[config.mk]
export PLATFORM = sky130hd
export DESIGN_NAME = seg_scan_decoder
export DESIGN_NICKNAME = d
export VERILOG_FILES = /design/src/rtl/seg_scan_pkg.sv /design/src/rtl/seg7_to_bcd.sv /design/src/rtl/seg_scan_decoder.sv
export SDC_FILE = /design/constraint.sdc
export NUM_CORES = 1
export LEC_CHECK = 0
export BUFFER_PORTS_ARGS = -buffer_cell sky130_fd_sc_hd__buf_2
export CORE_ASPECT_RATIO = 1.25
export CORE_MARGIN = 4
export CORE_UTILIZATION = 64
export CTS_BUF_LIST = sky130_fd_sc_hd__clkbuf_2
export CTS_CLUSTER_SIZE = 20
export DETAILED_ROUTE_END_ITERATION = 6
export PLACE_DENSITY = 0.91
export SYNTH_ARGS = -nofsm -noshare
export SYNTH_HDL_FRONTEND = slang
export SYNTH_HIERARCHICAL = 1
export SYNTH_SLANG_ARGS = --single-unit
[constraint.sdc]
create_clock -name clk -period 3 [get_ports clk]
set_input_delay 0.15 -clock clk [delete_from_list [all_inputs] [get_ports clk]]
set_output_delay 0.15 -clock clk [all_outputs]
set_load 0.02 [all_outputs]
[src/rtl/seg_scan_pkg.sv]
// rtl/seg_scan_pkg.sv - shared constants and types for the 7-segment scan decoder
//
// Segment patterns are active-low: bit = 0 means the segment is lit.
// Bit order: [7]=a [6]=b [5]=c [4]=d [3]=e [2]=f [1]=g [0]=dp.
package seg_scan_pkg;

    localparam int SEG_A  = 7;
    localparam int SEG_B  = 6;
    localparam int SEG_C  = 5;
    localparam int SEG_D  = 4;
    localparam int SEG_E  = 3;
    localparam int SEG_F  = 2;
    localparam int SEG_G  = 1;
    localparam int SEG_DP = 0;

    // Digit patterns with the decimal point off.
    localparam logic [7:0] SEG_0     = 8'h03;
    localparam logic [7:0] SEG_1     = 8'h9F;
    localparam logic [7:0] SEG_2     = 8'h25;
    localparam logic [7:0] SEG_3     = 8'h0D;
    localparam logic [7:0] SEG_4     = 8'h99;
    localparam logic [7:0] SEG_5     = 8'h49;
    localparam logic [7:0] SEG_6     = 8'h41;
    localparam logic [7:0] SEG_7     = 8'h1F;
    localparam logic [7:0] SEG_8     = 8'h01;
    localparam logic [7:0] SEG_9     = 8'h09;
    localparam logic [7:0] SEG_BLANK = 8'hFF;

    typedef enum logic [1:0] {
        ST_WAIT   = 2'd0,
        ST_ACCEPT = 2'd1,
        ST_HOLD   = 2'd2
    } scan_state_e;

    // Returns {single, index}: single is set only when exactly one select
    // line is low, and index is the digit it selects.
    function automatic logic [2:0] sel_decode(input logic [3:0] sel);
        logic [2:0] r;
        case (sel)
            4'b1110: r = 3'b100;
            4'b1101: r = 3'b101;
            4'b1011: r = 3'b110;
            4'b0111: r = 3'b111;
            default: r = 3'b000;
        endcase
        return r;
    endfunction

endpackage

[src/rtl/seg7_to_bcd.sv]
// rtl/seg7_to_bcd.sv - combinational active-low 7-segment pattern to BCD decoder
//
// Ports:
//   seg     in  [7:0]  active-low segment pattern, dp in bit 0
//   value   out [3:0]  BCD digit, 4'hF when blank or not a digit
//   blank   out        all of a..g off
//   invalid out        neither a digit nor blank
//   dp      out        decimal point lit (independent of the digit decode)
module seg7_to_bcd
    import seg_scan_pkg::*;
(
    input  logic [7:0] seg,
    output logic [3:0] value,
    output logic       blank,
    output logic       invalid,
    output logic       dp
);

    always_comb begin
        value   = 4'hF;
        blank   = 1'b0;
        invalid = 1'b0;
        dp      = ~seg[SEG_DP];
        // The dp bit is excluded so a lit decimal point never changes the digit.
        case (seg[7:1])
            SEG_0[7:1]:     value = 4'd0;
            SEG_1[7:1]:     value = 4'd1;
            SEG_2[7:1]:     value = 4'd2;
            SEG_3[7:1]:     value = 4'd3;
            SEG_4[7:1]:     value = 4'd4;
            SEG_5[7:1]:     value = 4'd5;
            SEG_6[7:1]:     value = 4'd6;
            SEG_7[7:1]:     value = 4'd7;
            SEG_8[7:1]:     value = 4'd8;
            SEG_9[7:1]:     value = 4'd9;
            SEG_BLANK[7:1]: blank = 1'b1;
            default:        invalid = 1'b1;
        endcase
    end

endmodule

[src/rtl/seg_scan_decoder.sv]
// rtl/seg_scan_decoder.sv - deglitching receiver that rebuilds 4-digit snapshots from a scanned display bus
//
// Ports:
//   clk         in        single clock domain
//   rst         in        asynchronous reset, active-low
//   LEDSEL      in  [3:0] digit select, active-low one-hot
//   LEDOUT      in  [7:0] segments, active-low, dp in bit 0
//   digit3..0   out [3:0] decoded BCD per digit, 4'hF when blank or invalid
//   blank       out [3:0] digit i was all segments off
//   invalid     out [3:0] digit i held a non-BCD, non-blank pattern
//   dp          out [3:0] digit i had its decimal point lit
//   frame_done  out       one-cycle pulse; snapshot outputs change on this edge
//   sel_err     out       one-cycle pulse when a stable select has several low bits
module seg_scan_decoder
    import seg_scan_pkg::*;
#(
    parameter int STABLE_CYCLES = 4
) (
    input  logic       clk,
    input  logic       rst,
    input  logic [3:0] LEDSEL,
    input  logic [7:0] LEDOUT,
    output logic [3:0] digit3,
    output logic [3:0] digit2,
    output logic [3:0] digit1,
    output logic [3:0] digit0,
    output logic [3:0] blank,
    output logic [3:0] invalid,
    output logic [3:0] dp,
    output logic       frame_done,
    output logic       sel_err
);

    localparam logic [3:0] STABLE_CNT = 4'(STABLE_CYCLES);

    logic [3:0]       sel_q, sel_d;
    logic [7:0]       out_q, out_d;
    logic [3:0]       cnt_q, cnt_d;
    scan_state_e      state_q, state_d;
    logic [3:0]       seen_q, seen_d;
    logic [3:0][3:0]  sh_val_q, sh_val_d;
    logic [3:0]       sh_blank_q, sh_blank_d;
    logic [3:0]       sh_inv_q, sh_inv_d;
    logic [3:0]       sh_dp_q, sh_dp_d;
    logic [3:0][3:0]  digit_q, digit_d;
    logic [3:0]       blank_q, blank_d;
    logic [3:0]       invalid_q, invalid_d;
    logic [3:0]       dp_q, dp_d;
    logic             frame_done_q, frame_done_d;
    logic             sel_err_q, sel_err_d;

    logic [3:0] dec_value;
    logic       dec_blank;
    logic       dec_invalid;
    logic       dec_dp;
    logic [2:0] sel_info;

    seg7_to_bcd u_dec (
        .seg     (out_q),
        .value   (dec_value),
        .blank   (dec_blank),
        .invalid (dec_invalid),
        .dp      (dec_dp)
    );

    assign sel_info = sel_decode(sel_q);

    // Input register and stability counter. cnt_d is the length of the
    // run of identical samples including the one being registered now.
    always_comb begin
        sel_d = LEDSEL;
        out_d = LEDOUT;
        if ({LEDSEL, LEDOUT} == {sel_q, out_q}) begin
            cnt_d = (cnt_q >= STABLE_CNT) ? STABLE_CNT : cnt_q + 4'd1;
        end else begin
            cnt_d = 4'd1;
        end
    end

    // State transitions look at cnt_d so that ACCEPT always sees the
    // pattern that completed the stable run in sel_q/out_q.
    always_comb begin
        state_d = state_q;
        case (state_q)
            ST_WAIT:   if (cnt_d == STABLE_CNT) state_d = ST_ACCEPT;
            ST_ACCEPT: state_d = (cnt_d == STABLE_CNT) ? ST_HOLD : ST_WAIT;
            ST_HOLD:   if (cnt_d != STABLE_CNT) state_d = ST_WAIT;
            default:   state_d = ST_WAIT;
        endcase
    end

    always_comb begin
        seen_d       = seen_q;
        sh_val_d     = sh_val_q;
        sh_blank_d   = sh_blank_q;
        sh_inv_d     = sh_inv_q;
        sh_dp_d      = sh_dp_q;
        digit_d      = digit_q;
        blank_d      = blank_q;
        invalid_d    = invalid_q;
        dp_d         = dp_q;
        frame_done_d = 1'b0;
        sel_err_d    = 1'b0;

        // Whole-frame publish: every output comes from the same shadow set.
        if (seen_q == 4'hF) begin
            digit_d      = sh_val_q;
            blank_d      = sh_blank_q;
            invalid_d    = sh_inv_q;
            dp_d         = sh_dp_q;
            frame_done_d = 1'b1;
            seen_d       = 4'h0;
        end

        if (state_q == ST_ACCEPT) begin
            if (sel_info[2]) begin
                sh_val_d[sel_info[1:0]]   = dec_value;
                sh_blank_d[sel_info[1:0]] = dec_blank;
                sh_inv_d[sel_info[1:0]]   = dec_invalid;
                sh_dp_d[sel_info[1:0]]    = dec_dp;
                seen_d[sel_info[1:0]]     = 1'b1;
            end else if (sel_q != 4'hF) begin
                // All-high select is inter-digit blanking and is silently skipped.
                sel_err_d = 1'b1;
            end
        end
    end

    always_ff @(posedge clk or negedge rst) begin
        if (!rst) begin
            sel_q        <= 4'hF;
            out_q        <= 8'hFF;
            cnt_q        <= 4'd0;
            state_q      <= ST_WAIT;
            seen_q       <= 4'h0;
            sh_val_q     <= '0;
            sh_blank_q   <= 4'h0;
            sh_inv_q     <= 4'h0;
            sh_dp_q      <= 4'h0;
            digit_q      <= {4{4'hF}};
            blank_q      <= 4'hF;
            invalid_q    <= 4'h0;
            dp_q         <= 4'h0;
            frame_done_q <= 1'b0;
            sel_err_q    <= 1'b0;
        end else begin
            sel_q        <= sel_d;
            out_q        <= out_d;
            cnt_q        <= cnt_d;
            state_q      <= state_d;
            seen_q       <= seen_d;
            sh_val_q     <= sh_val_d;
            sh_blank_q   <= sh_blank_d;
            sh_inv_q     <= sh_inv_d;
            sh_dp_q      <= sh_dp_d;
            digit_q      <= digit_d;
            blank_q      <= blank_d;
            invalid_q    <= invalid_d;
            dp_q         <= dp_d;
            frame_done_q <= frame_done_d;
            sel_err_q    <= sel_err_d;
        end
    end

    assign digit3     = digit_q[3];
    assign digit2     = digit_q[2];
    assign digit1     = digit_q[1];
    assign digit0     = digit_q[0];
    assign blank      = blank_q;
    assign invalid    = invalid_q;
    assign dp         = dp_q;
    assign frame_done = frame_done_q;
    assign sel_err    = sel_err_q;

endmodule

; After elaboration in Yosys (flattened, before gate mapping)
; Cells that the tools add are included.
[classes]
mux = 25
n_addsub = 1
n_reduce_logical = 6
n_bitwise = 2
n_eq_ne = 23
magnitude_cmp = 3
[op_table]
columns = cell, n
row1 = one-hot mux 4 bit (10 select lines), 1
row2 = 2-to-1 mux 4 bit, 6
row3 = "equality test 7 bit, second input constant", 3
row4 = bitwise mux 16 bit, 1
row5 = "equality test 4 bit, second input constant", 4
row6 = "equality test 7 x 3 -> 1 bit, second input constant", 2
row7 = "equality test 7 x 6 -> 1 bit, second input constant", 2
row8 = bitwise mux 4 bit, 3
row9 = equality test 12 bit, 1
row10 = one-hot mux 3 bit (4 select lines), 1
row11 = OR reduction 11 bit, 1
row12 = demux 4 bit (select 2 bit), 1
row13 = "equality test 4 x 3 -> 1 bit, second input constant", 2
row14 = "equality test 7 x 1 -> 1 bit, second input constant", 1
row15 = "equality test 7 x 4 -> 1 bit, second input constant", 1
row16 = "equality test 7 x 5 -> 1 bit, second input constant", 1
row17 = logical NOT 7 bit, 1
row18 = 2-to-1 mux 1 bit, 7
row19 = 2-to-1 mux 2 bit, 3
row20 = one-hot mux 2 bit (3 select lines), 1
row21 = "adder 4 x 1 -> 4 bit, second input constant", 1
row22 = ">= comparator 4 x 3 -> 1 bit, second input constant", 1
row23 = "!= test 2 bit, second input constant", 2
row24 = "!= test 4 x 3 -> 1 bit, second input constant", 1
row25 = 11 further kinds, 12
[totals]
regBits = 80
elab_cells = 81
inputBits = 14
output_inout_bits = 30

; Longest topological paths before layout
; Gate-level depths: netlist of run 1.
[logic_depth]
ltp_word = 9
ltp_mapped = 6
depth_no_buf = 5

; Modules after synthesis
; The synthesis of run 1 kept the hierarchy.
[modules_own_cells]
columns = mod, seq_area_each_um2, area_each_um2, cells_each, n_inst
row1 = seg_scan_decoder, 2042.0, 3080.5, 245, 1
row2 = seg7_to_bcd, 0.0, 291.5, 40, 1

; Least setup slack after synthesis of run 1
; No wires, ideal clock.
[synth_path]
path_type = reg-to-reg
start = reg out_q[6]
end = reg sh_val_q[4] (netlist bit)
t_required_ns = 2.875
setup_slack_ns = 1.042
path_buffers = 0
arrival_time_ns = 1.834
setup_time_ns = 0.125
path_stages_with_launch = 6
period_less_slack_ns = 1.958
path_cell_list = dfstp_2 -> or3b_1 -> o32a_2 -> o32ai_1 -> o32ai_1 -> mux2_2
[synth_via]
elab_chain_len = 3
elab_cells_between_ends = 12
classes_between = eq/ne: 9 / mux: 2 / reduce/logical: 1
[synth_rtl]
columns = element, line
row1 = start: declaration, seg_scan_decoder.sv:37  ; logic [7:0] out_q, out_d;
row2 = start signal: assignment, seg_scan_decoder.sv:148  ; out_q <= out_d;
row3 = equality test 7 x 3 -> 1 bit (tied with other cells), seg7_to_bcd.sv:25  ; case (seg[7:1])
row4 = one-hot mux 4 bit (10 select lines) (*), seg7_to_bcd.sv:25
row5 = named net dec_value[0], seg_scan_decoder.sv:52  ; logic [3:0] dec_value;
row6 = bitwise mux 16 bit (*), seg_scan_decoder.sv:117  ; sh_val_d[sel_info[1:0]] = dec_value;
row7 = end signal: assignment, seg_scan_decoder.sv:152  ; sh_val_q <= sh_val_d;
row8 = end: declaration, seg_scan_decoder.sv:41  ; logic [3:0][3:0] sh_val_q, sh_val_d;
; The timed path passes the listed nets; every way through them passes the cells marked *.
; A chain may end at the register's enable or synchronous reset.

; Worst setup path after layout of run 1
; Ends and elaborated chain as after synthesis.

==> results_dict.tcl, run 1 <==
set metrics [dict create \
    vias_per_cell 5.68 \
    die_h_um 89.2 \
    initial_core_util_pct 66.4 \
    yosys_warnings 6 \
    ys_seq_area_share_pct 60.6 \
    grt_pass1_wl_mm 11.0 \
    startpoint_type "flop" \
    synthFlopType "dfrtp_1" \
    cts.repair.resized 0 \
    cpMaxStageDelayCell "dfstp_2" \
    yosysTopAreaCell "dfrtp_1" \
    grt.total_usage_pct 22.7 \
    synth.most_common_cell "nand2_1" \
    path_clk_slew_ns 0.21 \
    place_congestion 0.810 \
    fin_area_um2 3900 \
    status "complete, no violations" \
    cp.depth 5 \
    arrival_ns 2.57 \
    syn_area_per_cell_um2 11.8 \
    ant_nets 0 \
    setup_viol 0 \
    cts-htree-levels 3 \
    die_area_um2 6500 \
    multi_input_area_um2 1270 \
    rsz0062_at_grt "no" \
    rows 29 \
    antenna_found_initial 0 \
    crit_path_max_fanout 9 \
    dpl-instance-area_um2 3630 \
    drc 0 \
    crit_top_cell "o32ai_1" \
    synthCells 285 \
    grt_overflow 0 \
    gr-usage-met1_pct 27.2 \
    path_cells "or3b_1, o32a_2, o32ai_1, o32ai_1, mux2_2" \
    cts.path.max_buffers 2 \
    ff2ff_path_depth 5 \
    cp_num_buf_inv 0 \
    port-buffer-count 43 \
    fin_worst_skew_ns 0.0322 \
    drive_gt1_share_pct 37.1 \
    ys_async_sr_fraction_pct 100 \
    wl_mm 6.64 \
    die-width_um 72.9 \
    fin_nets 360 \
    diodes 0 \
    cp-end-kind "flop" \
    peakVddDrop_mv 0.444 \
    clk-insertion-delay-late_ns 0.52 \
    p_per_area_nw_per_um2 475 \
    hpwl_mm 4.43 \
    drv_cap 0 \
    fmax_ghz 0.461 \
    regArea_um2 2040 \
    cts_buffers 9 \
    worstMarginPinSlew_ns 0.940 \
    synth_top_area_share_pct 35.6 \
    ys_ff_latch 80 \
    p_leak_nw 2.00 \
    hold_viol_final 0 \
    use_met3_pct 3.26 \
    worstPathRequired_ns 3.40 \
    ios 44 \
    cts.root.buffer_cell "clkbuf_2" \
    relSlewSlack_pct 37.4 \
    hold_class "in2reg" \
    grt_pass1_vias 2324 \
    numClockSinks 80 \
    ys_types 46 \
    post-route-min-period_ns 2.17 \
    area_delta_synth_final_pct 15.7 \
    drtIter0Drc 169 \
    setup_tns_ns 0 \
    synthesis.area_um2 3370 \
    min_period_over_period_pct 72.4 \
    hold_depth 2 \
    yosys-top-cells-count "nand2_1 (91), dfrtp_1 (48), dfstp_2 (32), mux2_2 (28), xor2_1 (13)" \
    grt_max_degree 81 \
    synthTopCellsByArea "dfrtp_1 (36%), dfstp_2 (25%), nand2_1 (10%)" \
    avgRoutedWirePerCell_um 16.1 \
    busiest_layer "met2" \
    nFillCells 336 \
    grtUsageMet2_pct 39.7 \
    drt-pass1-iter-count 4 \
    synth_enable_flop_cells 0 \
    vias 2342 \
    drv_slew 0 \
    utilization_pct 76.8 \
    cts_tree "done" \
    cp_slowest_stage_delay_ns 0.68 \
    crit_type "reg2reg" \
    crit_family "compound AO/OA/AOI/OAI gates" \
    coreArea_um2 5080 \
    synth_nets 300 \
]
## layer usage
metal,up-vias,part of all wire (%)
met3,19,4.4
met1,1147,40
li1,1094,-
met2,82,53
met5,-,0
met4,0,2.5
## flip-flops by register name (all words and copies together) (netlist names)
| name | cells |
|---|---|
| seen_q | 4 |
| sh_dp_q | 4 |
| digit3 | 4 |
| cnt_q | 4 |
| invalid | 4 |
| blank | 4 |
| sh_blank_q | 4 |
| sel_err | 1 |
| sel_q | 4 |
| digit1 | 4 |
| sh_inv_q | 4 |
| digit0 | 4 |
| dp | 4 |
| state_q | 2 |
| sh_val_q | 16 |
| digit2 | 4 |
| out_q | 8 |
| frame_done | 1 |
## worst paths after layout
path	to	from	slack, ns
worst max-delay path	sh_val_q[4]	out_q[6]	0.83
worst min-delay path	sel_q[3]	LEDSEL[3]	0.27
worst max register to register	sh_val_q[4]	out_q[6]	0.83
worst min register to register	digit2[1]	digit2[1]	0.47
max in group asynchronous	sh_val_q[0]	rst	2.11
min in group asynchronous	sh_val_q[13]	rst	0.30
## what timing repair did
| item | 4_1_cts | 5_1_grt |
|---|---|---|
| endpoints found under the hold margin | 60 | 0 |
| hold buffers | 13 | 0 |
| buffers inserted | 0 | 0 |
## report_power, final
part	switching, mW	internal, mW	total, mW
clock	0.369	0.275	0.644
sequential	0.0226	1.10	1.12
combinational	0.0516	0.0374	0.0890
## through the flow
| stage | hold WS, ns | cells | total power, mW | setup slack [ns] |
|---|---|---|---|---|
| floorplan | -0.146 | 285 | 1.17 | 1.04 |
| global placement | 0.272 | 383 | 1.21 | 0.955 |
| detailed placement | 0.274 | 383 | 1.21 | 0.880 |
| CTS | 0.247 | 412 | 1.86 | 0.841 |
| global route | 0.247 | 412 | 1.93 | 0.734 |
| finish | 0.270 | 412 | 1.85 | 0.829 |
## placed cells by master, fill, tap and decap left out, drive strengths merged, types with 2 or more instances in the layout
master and n:
nand2 91, o21ai 3, nor3b 3, mux2 28, bufinv 2, dfrtp 48, dfstp 32, nor2 3
clkinvlp 2, dlygate4sd3 13, clkbuf 9, nand4 2, xor2 13, inv 5, or3 3, a21o 5
buf 44, nor4 6, o32ai 3, clkinv 3, nor3 6, nand3 6, o32a 2
## kinds of logic (layout without fill, tap and decap cells)
group	Yosys count	in the layout	synth area share, %
buffers and inverters	13	78	1.89
AO/OA/AOI/OAI	20	20	5.12
multiplexers	29	29	9.65
XOR/XNOR	14	14	3.64
adder cells (fa/ha/maj)	1	1	0.371
other	1	1	0.111
AND/OR/NAND/NOR	127	127	18.7
flip-flops	80	80	60.6
## final cells by class
type	instances	share of cell area, %
clock inverter	7	2.47
sequential	80	52.3
clock buffer	9	1.15
multi-input combinational	192	32.5
timing repair buffer	57	9.11
inverter	5	0.481
tap	62	1.99
Power figures use the tool's default switching activity.
==> run 2, diff against run 1 <==
--- a/config.mk
+++ b/config.mk
@@ -8,11 +8,11 @@
 export BUFFER_PORTS_ARGS = -buffer_cell sky130_fd_sc_hd__buf_2
 export CORE_ASPECT_RATIO = 1.25
 export CORE_MARGIN = 4
-export CORE_UTILIZATION = 64
+export CORE_UTILIZATION = 54
 export CTS_BUF_LIST = sky130_fd_sc_hd__clkbuf_2
 export CTS_CLUSTER_SIZE = 20
 export DETAILED_ROUTE_END_ITERATION = 6
-export PLACE_DENSITY = 0.91
+export PLACE_DENSITY = 0.82
 export SYNTH_ARGS = -nofsm -noshare
 export SYNTH_HDL_FRONTEND = slang
 export SYNTH_HIERARCHICAL = 1
==> constraint.sdc (replaced) <==
create_clock -name clk -period 1.85 [get_ports clk]
set_input_delay 0.0925 -clock clk [delete_from_list [all_inputs] [get_ports clk]]
set_output_delay 0.0925 -clock clk [all_outputs]
set_load 0.02 [all_outputs]
==> run 2 against run 1 <==
The flow now finishes with violations (setup timing). Sequential power is 62% higher. First-iteration DRC count is 43% lower. Global-route usage is 2.3 points lower. Power is 54% higher. Largest cell class unchanged. Critical path depth stayed put. Worst setup slack worse by 1.0 ns. Largest power group unchanged. Register-to-register slack worse by 1.0 ns. Core utilization is 6.0 points lower. Cell count is 13% higher.
==> results_dict.tcl, run 2 (synthesis results as in run 1) <==
set metrics [dict create \
    seqPwrFrac_pct 63.0 \
    utilization_pct 70.8 \
    cpMaxStageDelayCell "a2111o_1" \
    path_clk_slew_ns 0.24 \
    fmax_ghz 0.486 \
    grt.total_usage_pct 20.4 \
    hold_viol_final 0 \
    preCtsSetupSlack_ns -0.134 \
    rsz0062_at_grt "yes" \
    layout_setup_ws_ns -0.208 \
    nFillCells 436 \
    port-buffer-count 43 \
    arrival_ns 2.48 \
    fin_area_um2 4200 \
    hold_slack_ns 0.212 \
    coreArea_um2 5930 \
    cts_tree "done" \
    crit_path_max_fanout 4 \
    ios 44 \
    diodes 0 \
    status "finished, violations left" \
    swShare_pct 27.5 \
    layout_commonest_cell "nand2_1" \
    cp-end-kind "flop" \
    antenna_found_initial 0 \
    switching_power_uw 789 \
    relSlewSlack_pct 65.5 \
    worstPathRequired_ns 2.27 \
    drv_cap 0 \
    post-route-min-period_ns 2.06 \
    largest_register_ffs 16 \
    p_leak_nw 2.17 \
    initial_core_util_pct 56.8 \
    crit_type "reg2reg" \
    clk-insertion-delay-late_ns 0.53 \
    grt_pass1_wl_mm 11.7 \
    mostFrequentLayoutCells "nand2_1 (91), dfrtp_1 (48), buf_2 (42), dfstp_2 (32), buf_4 (30)" \
    grt_overflow 0 \
    numClockSinks 80 \
    p_per_area_nw_per_um2 682 \
    regMostFlops "sh_val_q" \
    cts.root.buffer_cell "clkbuf_2" \
    vias_per_cell 5.16 \
    rows 31 \
    intPower_mw 2.08 \
    cts_buffers 9 \
    die-width_um 78.7 \
    setup_tns_ns -2.83 \
    reg_top3 "sh_val_q x16, out_q x8" \
    area_delta_synth_final_pct 24.5 \
    path_cells "or2_1, a2111o_1, a221oi_4, o32ai_1, mux2_2" \
    drt-pass1-iter-count 4 \
    avgRoutedWirePerCell_um 14.9 \
    dpl-instance-area_um2 3920 \
    worstMarginPinSlew_ns 0.515 \
    cts.path.max_buffers 2 \
    cp_slowest_stage_delay_ns 0.45 \
    fin_nets 393 \
    die_h_um 96.4 \
    hold_class "in2reg" \
    drc 0 \
    min_period_over_period_pct 111 \
    drv_slew 0 \
    setup_viol 16 \
    grt_max_degree 32 \
    place_congestion 0.887 \
    cts-htree-levels 3 \
    ant_nets 0 \
    wl_mm 6.92 \
    clkPwrFrac_pct 29.5 \
    violations "setup timing" \
    p_comb_share_pct 7.4 \
    cp_num_buf_inv 0 \
    startpoint_type "flop" \
    drive_gt1_share_pct 43.3 \
    drtIter0Drc 96 \
    peakVddDrop_mv 0.499 \
    vias 2401 \
    die_area_um2 7580 \
    grt_pass1_vias 2377 \
    fin_worst_skew_ns 0.0311 \
    crit_family "compound AO/OA/AOI/OAI gates" \
    hpwl_mm 4.76 \
]
## run 2: cell types whose count changed in the layout (fill, tap and decap cells not counted), moves of 2 or more
cell / before / now
clkinvlp_4: 2 / 0
buf_4: 2 / 30
clkinv_2: 0 / 3
bufinv_16: 2 / 0
nor4_1: 5 / 2
clkinv_4: 2 / 0
buf_12: 0 / 3
inv_6: 0 / 3
nor4_2: 1 / 4
dlygate4sd3_1: 13 / 15
## run 2: cell type report
type                            instances  area (um^2)  share of cell area [%]
Clock buffer                            9         45.0                    1.07
Clock inverter                          7         52.6                    1.25
Inverter                                5         18.8                   0.447
Multi-Input combinational cell        192         1290                    30.8
Sequential cell                        80         2040                    48.6
Tap cell                               82          103                    2.44
Timing Repair Buffer                   90          646                    15.4
## run 2: what timing repair did
| action | in CTS | in global routing |
|---|---|---|
| hold buffers | 15 | 0 |
| pin swaps | 0 | 3 |
| setup endpoints to repair | 16 | 22 |
| setup buffers | 0 | 2 |
| gates resized for setup | 0 | 4 |
| hold endpoints to repair | 75 | 0 |
## run 2: final timing paths
path	from	endpoint	slack (ns)	depth (start not counted)
hold reg to reg	digit2[3]	digit2[3]	0.47	2
setup / recovery	out_q[2]	sh_val_q[7]	-0.21	5
setup reg to reg	out_q[2]	sh_val_q[7]	-0.21	5
hold / removal	LEDOUT[4]	out_q[4]	0.21	2
min in group asynchronous	rst	sh_val_q[9]	0.54	3
max in group asynchronous	rst	seen_q[0]	0.16	4
## run 2: power by group through the flow
| stage | logic, mW | registers (mW) | clock network (mW) |
|---|---|---|---|
| after floorplan | 0.0665 | 1.83 | 0 |
| after global placement | 0.170 | 1.83 | 0 |
| after detailed placement | 0.173 | 1.83 | 0 |
| after CTS | 0.199 | 1.81 | 0.867 |
| after global routing | 0.233 | 1.81 | 0.952 |
| final | 0.213 | 1.81 | 0.846 |
## run 2: through the flow
stage | total power [mW] | instances
after global routing | 3.00 | 465
after CTS | 2.87 | 463
after global placement | 2.00 | 432
after detailed placement | 2.00 | 432
final | 2.86 | 465
after floorplan | 1.90 | 285
## run 2: layer usage
| metal | vias up | wire length (um) | track usage [%] |
|---|---|---|---|
| li1 | 1157 | - | - |
| met1 | 1182 | 2930 | 24.9 |
| met2 | 51 | 3610 | 34.8 |
| met3 | 11 | 221 | 3.28 |
| met4 | 0 | 156 | 11.1 |
| met5 | - | 0 | 0 |
==> run 3, diff against run 2 <==
--- a/config.mk
+++ b/config.mk
@@ -6,12 +6,13 @@
 export NUM_CORES = 1
 export LEC_CHECK = 0
 export BUFFER_PORTS_ARGS = -buffer_cell sky130_fd_sc_hd__buf_2
-export CORE_ASPECT_RATIO = 1.25
+export CORE_ASPECT_RATIO = 0.5
 export CORE_MARGIN = 4
 export CORE_UTILIZATION = 54
 export CTS_BUF_LIST = sky130_fd_sc_hd__clkbuf_2
 export CTS_CLUSTER_SIZE = 20
 export DETAILED_ROUTE_END_ITERATION = 6
+export HOLD_SLACK_MARGIN = 0.15
 export PLACE_DENSITY = 0.82
 export SYNTH_ARGS = -nofsm -noshare
 export SYNTH_HDL_FRONTEND = slang
==> run 3 against run 2 <==
The run still ends with setup timing left. Clock skew fell by 0.0092 ns. Count of clock-buffer cells in the layout did not move. Fmax fell by 0.34%. Combinational power rose by 15%. Critical endpoint is now sh_inv_q[1].
==> results_dict.tcl, run 3 (synthesis results as in run 1) <==
set metrics [dict create \
    mostFrequentLayoutCells "nand2_1 (90), dfrtp_1 (48), buf_2 (43), dfstp_2 (32), buf_4 (27)" \
    area_delta_synth_final_pct 30.2 \
    grt_overflow 0 \
    drc 0 \
    hold_viol_final 0 \
    startpoint_type "flop" \
    setup_tns_ns -2.84 \
    drive_gt1_share_pct 45.6 \
    ios 44 \
    dpl-instance-area_um2 3870 \
    diodes 0 \
    place_congestion 0.831 \
    coreArea_um2 6060 \
    numClockSinks 80 \
    critPathLaunch "out_q[3]" \
    setup_viol 17 \
    p_leak_nw 2.19 \
    cts_tree "done" \
    p_per_area_nw_per_um2 645 \
    cts.path.max_buffers 2 \
    drt-pass1-iter-count 6 \
    regMostFlops "sh_val_q" \
    violations "setup timing" \
    r2r_slack_ns -0.21 \
    drv_cap 0 \
    vias_per_cell 5.36 \
    grt_pass1_wl_mm 12.4 \
    rsz0062_at_grt "yes" \
    relSlewSlack_pct 64.7 \
    crit_path_max_fanout 6 \
    cts_buffers 9 \
    cts.root.buffer_cell "clkbuf_2" \
    hold_class "in2reg" \
    placed_cells 431 \
    vias 2541 \
    reg_top3 "sh_val_q x16, out_q x8" \
    worstPathRequired_ns 2.30 \
    ant_nets 0 \
    avgRoutedWirePerCell_um 16.9 \
    fin_nets 396 \
    drtIter0Drc 157 \
    nFillCells 392 \
    die_area_um2 7650 \
    r2r-end "sh_inv_q[1]" \
    path_clk_slew_ns 0.22 \
    die_h_um 63.9 \
    cp_slowest_stage_delay_ns 0.64 \
    arrival_ns 2.52 \
    cp-end-kind "flop" \
    grt_max_degree 49 \
    rows 20 \
    die-width_um 120 \
    cpMaxStageDelayCell "dfstp_2" \
    ff2ff_path_depth 6 \
    grt.total_usage_pct 20.8 \
    worstMarginPinSlew_ns 0.522 \
    r2r_start "out_q[3]" \
    cts-htree-levels 3 \
    drv_slew 0 \
    post-route-min-period_ns 2.06 \
    antenna_found_initial 0 \
    fmax_ghz 0.484 \
    crit_type "reg2reg" \
    layout_commonest_cell "nand2_1" \
    peakVddDrop_mv 0.286 \
    setup.worst_path.end "sh_inv_q[1]" \
    port-buffer-count 43 \
    wl_mm 8.02 \
    finalNonFillerCells 474 \
    hpwl_mm 4.92 \
    fin_area_um2 4390 \
    min_period_over_period_pct 112 \
    preCtsSetupSlack_ns -0.188 \
    path_cells "buf_4, nor4b_1, a31oi_2, nor2_2, nor4_2, mux2_4" \
    grt_pass1_vias 2597 \
    status "finished, violations left" \
    largest_register_ffs 16 \
    fin_worst_skew_ns 0.0219 \
    clk-insertion-delay-late_ns 0.51 \
    total_power_mw 2.83 \
    layout_setup_ws_ns -0.215 \
    initial_core_util_pct 55.7 \
]
run 3: worst max-delay path, delay by kind of cell (launching register included):
family	cells	cell delay, ns
buffers and inverters	1	0.13
multiplexers	1	0.26
AO/OA/AOI/OAI	1	0.28
flip-flops	1	0.64
AND/OR/NAND/NOR	3	0.70
run 3: per-stage QoR:
| stage | hold WS, ns | util [%] |
|---|---|---|
| floorplan | -0.203 | - |
| global placement | -0.0298 | 63.9 |
| detailed placement | -0.0239 | 63.9 |
| CTS | 0.156 | 70.5 |
| global route | 0.165 | 72.5 |
| finish | 0.216 | 72.5 |
run 3: metal layers:
layer | part of all wire (%) | track usage (%) | up-vias
met1 | 41 | 25.4 | 1244
met2 | 49 | 35.2 | 105
li1 | - | - | 1163
met4 | 3.6 | 7.99 | 0
met3 | 6.6 | 6.37 | 29
met5 | 0 | 0 | -
run 3: area by class of cell:
| class | instances | area [um^2] | area share [%] |
|---|---|---|---|
| tap | 88 | 110 | 2.51 |
| sequential | 80 | 2040 | 46.5 |
| inverter | 5 | 18.8 | 0.428 |
| clock inverter | 7 | 47.5 | 1.08 |
| clock buffer | 9 | 45.0 | 1.03 |
| multi-input combinational | 192 | 1440 | 32.9 |
| timing repair buffer | 93 | 682 | 15.5 |
run 3: what timing repair did:
item,4_1_cts,5_1_grt
hold buffers,15,2
setup buffers,5,5
pin swaps,5,6
endpoints found under the hold margin,97,2
gates cloned,0,0
resized for setup,24,12
endpoints found under the setup margin,16,27
run 3: power breakdown:
part           switching (mW)  internal (mW)
clock                   0.609          0.174
sequential             0.0241           1.78
combinational           0.134          0.111
total                   0.767           2.07
run 3: worst min path at each step:
stage | cells past startpoint | to | slack, ns | startpoint
floorplan | 0 | cnt_q[0] | -0.20 | rst
global placement | 1 | sh_val_q[13] | -0.03 | rst
detailed placement | 1 | sh_val_q[15] | -0.02 | rst
CTS | 2 | sel_q[0] | 0.16 | LEDSEL[0]
global route | 2 | sel_q[3] | 0.16 | LEDSEL[3]
finish | 2 | sel_q[0] | 0.22 | LEDSEL[0]
